**config.mk**
```make
export PLATFORM = sky130hd
export DESIGN_NAME = serial_sub8
export DESIGN_NICKNAME = d
export VERILOG_FILES = /design/src/rtl/serial_sub8.sv
export SDC_FILE = /design/constraint.sdc
export NUM_CORES = 1
export LEC_CHECK = 0
export ABC_AREA = 0
export CELL_PAD_IN_SITES_DETAIL_PLACEMENT = 2
export CELL_PAD_IN_SITES_GLOBAL_PLACEMENT = 2
export CORE_MARGIN = 1
export CORE_UTILIZATION = 29
export CTS_CLUSTER_SIZE = 30
export DETAILED_ROUTE_END_ITERATION = 16
export GPL_TIMING_DRIVEN = 0
export MAX_ROUTING_LAYER = met4
export PLACE_DENSITY_LB_ADDON = 0.1
export SLEW_MARGIN = 20
export SYNTH_ARGS = -nofsm -noshare
export SYNTH_HDL_FRONTEND = slang
export SYNTH_SLANG_ARGS = --single-unit
```
**constraint.sdc**
```tcl
create_clock -name CLK -period 1.25 [get_ports CLK]
set_input_delay 0.25 -clock CLK [delete_from_list [all_inputs] [get_ports CLK]]
set_output_delay 0.25 -clock CLK [all_outputs]
set_load 0.005 [all_outputs]
```
**src/rtl/serial_sub8.sv**
```systemverilog
// Bit-serial two's-complement subtractor O = I0 - I1, one bit per clock, LSB first.
// Optional signed-overflow output V is enabled by defining SERIAL_SUB_OVF_EN.
`timescale 1ns/1ps
module serial_sub8 #(
  parameter int WIDTH = 8
) (
  input  logic             CLK,
  input  logic             RESET,
  input  logic [WIDTH-1:0] I0,
  input  logic [WIDTH-1:0] I1,
  input  logic             IN_VALID,
  output logic             IN_READY,
  output logic [WIDTH-1:0] O,
  output logic             BOUT,
  output logic             OUT_VALID,
  input  logic             OUT_READY
`ifdef SERIAL_SUB_OVF_EN
  ,
  output logic             V
`endif
);

  localparam int CW = $clog2(WIDTH);
  localparam logic [CW-1:0] CNT_LAST = CW'(WIDTH - 1);

  typedef enum logic [1:0] {IDLE, RUN, DONE} state_t;

  state_t           state_q, state_d;
  logic [WIDTH-1:0] a_q, a_d, b_q, b_d, r_q, r_d, o_q, o_d;
  logic [CW-1:0]    cnt_q, cnt_d;
  logic             borrow_q, borrow_d, bout_q, bout_d;
  logic             in_ready_q, in_ready_d, out_valid_q, out_valid_d;
  logic             diff_bit_s, borrow_nxt_s;
`ifdef SERIAL_SUB_OVF_EN
  logic             sign_a_q, sign_a_d, sign_b_q, sign_b_d, v_q, v_d;
`endif

  // Full-subtractor cell on the current LSBs plus FSM next-state and datapath.
  always_comb begin
    state_d     = state_q;
    a_d         = a_q;
    b_d         = b_q;
    r_d         = r_q;
    o_d         = o_q;
    cnt_d       = cnt_q;
    borrow_d    = borrow_q;
    bout_d      = bout_q;
`ifdef SERIAL_SUB_OVF_EN
    sign_a_d    = sign_a_q;
    sign_b_d    = sign_b_q;
    v_d         = v_q;
`endif
    diff_bit_s   = a_q[0] ^ b_q[0] ^ borrow_q;
    borrow_nxt_s = (~a_q[0] & b_q[0]) | (~(a_q[0] ^ b_q[0]) & borrow_q);

    case (state_q)
      IDLE: begin
        if (IN_VALID) begin
          a_d      = I0;
          b_d      = I1;
          borrow_d = 1'b0;
          cnt_d    = {CW{1'b0}};
`ifdef SERIAL_SUB_OVF_EN
          sign_a_d = I0[WIDTH-1];
          sign_b_d = I1[WIDTH-1];
`endif
          state_d  = RUN;
        end else begin
          state_d  = IDLE;
        end
      end
      RUN: begin
        r_d      = {diff_bit_s, r_q[WIDTH-1:1]};
        a_d      = a_q >> 1;
        b_d      = b_q >> 1;
        borrow_d = borrow_nxt_s;
        cnt_d    = cnt_q + CW'(1);
        // The final cell emits the MSB, so the result is complete this edge.
        if (cnt_q == CNT_LAST) begin
          state_d = DONE;
          o_d     = r_d;
          bout_d  = borrow_nxt_s;
`ifdef SERIAL_SUB_OVF_EN
          v_d     = (sign_a_q != sign_b_q) & (diff_bit_s != sign_a_q);
`endif
        end else begin
          state_d = RUN;
        end
      end
      DONE: begin
        if (OUT_READY) begin
          state_d = IDLE;
        end else begin
          state_d = DONE;
        end
      end
      default: begin
        state_d = IDLE;
      end
    endcase

    in_ready_d  = (state_d == IDLE);
    out_valid_d = (state_d == DONE);
  end

  // State and datapath registers with synchronous reset.
  always_ff @(posedge CLK) begin
    if (RESET) begin
      state_q     <= IDLE;
      a_q         <= {WIDTH{1'b0}};
      b_q         <= {WIDTH{1'b0}};
      r_q         <= {WIDTH{1'b0}};
      o_q         <= {WIDTH{1'b0}};
      cnt_q       <= {CW{1'b0}};
      borrow_q    <= 1'b0;
      bout_q      <= 1'b0;
      in_ready_q  <= 1'b1;
      out_valid_q <= 1'b0;
`ifdef SERIAL_SUB_OVF_EN
      sign_a_q    <= 1'b0;
      sign_b_q    <= 1'b0;
      v_q         <= 1'b0;
`endif
    end else begin
      state_q     <= state_d;
      a_q         <= a_d;
      b_q         <= b_d;
      r_q         <= r_d;
      o_q         <= o_d;
      cnt_q       <= cnt_d;
      borrow_q    <= borrow_d;
      bout_q      <= bout_d;
      in_ready_q  <= in_ready_d;
      out_valid_q <= out_valid_d;
`ifdef SERIAL_SUB_OVF_EN
      sign_a_q    <= sign_a_d;
      sign_b_q    <= sign_b_d;
      v_q         <= v_d;
`endif
    end
  end

  assign IN_READY  = in_ready_q;
  assign OUT_VALID = out_valid_q;
  assign O         = o_q;
  assign BOUT      = bout_q;
`ifdef SERIAL_SUB_OVF_EN
  assign V         = v_q;
`endif

endmodule
```
==> flow_metrics.py <==
metrics = {
    "sta": {
        "drv_slew": 0,
        "finalSetupViolCount": 2,
        "hold_viol": 0,
        "layout_setup_ws_ns": -0.03921,
        "period_share": 1.031,
        "layout_min_cycle_time_ns": 1.289,
        "rsz0062_at_grt": "yes",
        "finClkSkew_ns": 0.01074,
        "fmax_ghz": 0.7757,
        "relSlewSlack": 0.7821,
        "worstMarginPinSlew_ns": 0.3269,
    },
    "finish": {
        "diodes": 0,
        "syn_to_final_growth_pct": 36.92,
        "drive_above_1_share": 0.3726,
        "final_nets": 234,
    },
    "global_route": {
        "grtUsageTotal": 0.1567,
        "grt_max_degree": 13,
        "grtUsageMet2": 0.2444,
        "grt_antenna_before_repair": 0,
        "grt_overflow": 0,
        "met3_usage": 0.03086,
        "grt_pass1_wl_mm": 7.189,
        "grt_pass1_vias": 1452,
        "busiest_layer": "met2",
        "use_met1": 0.1993,
    },
    "power": {
        "leakagePower_nw": 0.9571,
        "irDropWorstVdd_mv": 0.4292,
        "power.density_nw_per_um2": 1131,
        "p_total_mw": 2.702,
    },
    "status": {
        "status": "finished with violations",
        "violations": "negative setup slack",
    },
    "die": {
        "die_area_um2": 6333,
        "dieWidth_um": 79.58,
        "die_h_um": 79.58,
        "start_util": 0.3094,
        "rows": 27,
        "ioPinCount": 31,
        "core_area_um2": 5642,
    },
    "synth": {
        "yosysUniqueCellTypes": 30,
        "netlist_area_um2": 1745,
        "avgSynthCellArea_um2": 10.15,
        "ys_top_cells_by_area": "dfxtp_1 (46%), a211oi_2 (11%), mux2i_1 (8.6%)",
        "ys_seq_area_frac": 0.4588,
        "synth_top_area_cell": "dfxtp_1",
        "yosysWarnings": 0,
        "syn-num-nets": 195,
        "synth_cells": 172,
        "ys_seq_elements": 40,
        "yosys.area.top_type_share": 0.4588,
    },
    "detailed_routing": {
        "first_pass_iters": 4,
        "vias": 1328,
        "via_per_inst": 4.676,
        "antenna_left": 0,
        "post_drt_wl_per_cell_um": 15.06,
        "drc": 0,
        "drt-total-wl_mm": 4.278,
        "drt-initial-drc-count": 47,
    },
    "min_path": {
        "hp-class": "register to register",
    },
    "clock_network": {
        "cts_inserted_buffers": 5,
        "cts-root-buf": "clkbuf_8",
        "htreeDepth": 2,
        "clk_path_buf_depth": 2,
        "clkTransAtPathRegs_ns": 0.08,
        "clk_latency_ns": 0.29,
        "cts_tree": "built",
        "numClockSinks": 40,
    },
    "place": {
        "gp_congestion": 0.7218,
        "place_ws_ns": -0.5427,
        "dp_hpwl_mm": 3.046,
        "portBuffers": 30,
    },
    "critical_path": {
        "critPathArrivalTime_ns": 1.46,
        "cp-start-kind": "register",
        "crit_type": "register to register",
        "worst_ep_required_time_ns": 1.42,
        "end_kind": "register",
        "cp_max_fo": 3,
    },
    "flow_run": {
        "cap_violations": 0,
    },
}
registers in the layout, summed over array words and instances, names as in the netlist, 2 cells and up:
| name | flops |
|---|---|
| O | 8 |
| a_q | 8 |
| b_q | 8 |
| r_q | 7 |
| cnt_q | 3 |
| state_q | 2 |
cell type report:
class | count | area [um2]
repair buffers | 32 | 307.8
flip-flops and latches | 40 | 815.8
fillers | 581 | 3252
clock inverters | 1 | 7.507
well taps | 72 | 90.09
plain buffers | 12 | 138.9
inverters | 2 | 7.507
clock buffers | 7 | 86.33
multi-input cells | 118 | 935.9
routing by layer:
| metal | up-vias | wire length (um) |
|---|---|---|
| li1 | 663 | - |
| met1 | 633 | 2074 |
| met2 | 25 | 1958 |
| met3 | 7 | 182 |
| met4 | 0 | 62 |
| met5 | - | 0 |
worst paths after layout:
kind	cells past startpoint	slack [ns]	to	from
worst max-delay path	5	-0.04	IN_READY$_SDFF_PP1_	cnt_q[1]$_SDFFE_PP0P_
worst min register to register	2	0.46	O[2]$_SDFFE_PP0P_	O[2]$_SDFFE_PP0P_
worst min-delay path	2	0.46	O[2]$_SDFFE_PP0P_	O[2]$_SDFFE_PP0P_
worst max register to register	5	-0.04	IN_READY$_SDFF_PP1_	cnt_q[1]$_SDFFE_PP0P_
cells in the mapped netlist:
master and count:
buf_8 1, or2b_1 2, nand2_1 30, inv_1 2
a22oi_1 4, nor2_2 6, buf_6 1, nor3b_1 1
fa_1 1, a211oi_2 15, or3b_1 1, a211oi_1 1
nand2b_1 1, o21bai_1 1, dfxtp_1 40, and2b_1 1
buf_1 1, nor2_1 16, buf_2 3, buf_12 3
o21ba_4 1, mux2i_1 15, ha_1 2, clkbuf_1 2
nand3b_2 1, a2bb2oi_1 1, a21oi_1 16, a21oi_2 1
and3b_1 1, buf_4 1
power breakdown:
part | switching (mW) | internal [mW]
logic | 0.204 | 0.224
registers | 0.0452 | 1.34
clock network | 0.444 | 0.449
total | 0.693 | 2.01
cells by family after synthesis:
logic type | share of synthesized area
AOI/OAI and AO/OA | 0.1986
DFF | 0.4588
and+or+nand+nor | 0.1577
adders and majority gates | 0.02580
muxes | 0.08602
buffers and inverters | 0.07312
through the flow:
| stage | hold slack, ns | cells | instance area (um2) | TNS (ns) | utilization |
|---|---|---|---|---|---|
| floorplan | 0.3208 | 172 | 1774 | 0 | - |
| global placement | 0.4426 | 274 | 2165 | -14.10 | 0.3837 |
| detailed placement | 0.4526 | 274 | 2165 | -15.76 | 0.3837 |
| CTS | 0.4619 | 284 | 2341 | -0.08665 | 0.4149 |
| global route | 0.4945 | 284 | 2390 | -0.5632 | 0.4236 |
| finish | 0.4589 | 284 | 2390 | -0.06131 | 0.4236 |
critical path: stages (launching register included):
cell	delay, ns
dfxtp_2	0.34
ha_4	0.16
ha_4	0.16
or2b_1	0.23
a211oi_2	0.22
nor2_1	0.06
what timing repair did:
action,in CTS,in global routing
buffers inserted,1,0
hold buffers,0,0
resized for setup,44,15
setup endpoints to repair,44,20
cloned,1,0
pin swaps,11,3
layout by cell type (no fill, tap or decap), drive strengths merged:
cell type	instances
or3b	1
nor2	22
a2bb2oi	1
a211oi	16
nand3b	1
clkdlybuf4s50	18
o21ba	1
dlygate4sd2	12
clkbuf	8
ha	2
and3b	1
clkinvlp	1
nor3b	1
a21oi	17
buf	13
o21bai	1
mux2i	15
and2b	1
fa	1
nand2b	1
dfxtp	40
nand2	30
inv	2
a22oi	4
or2b	2
(Power assumes the default switching activity.)
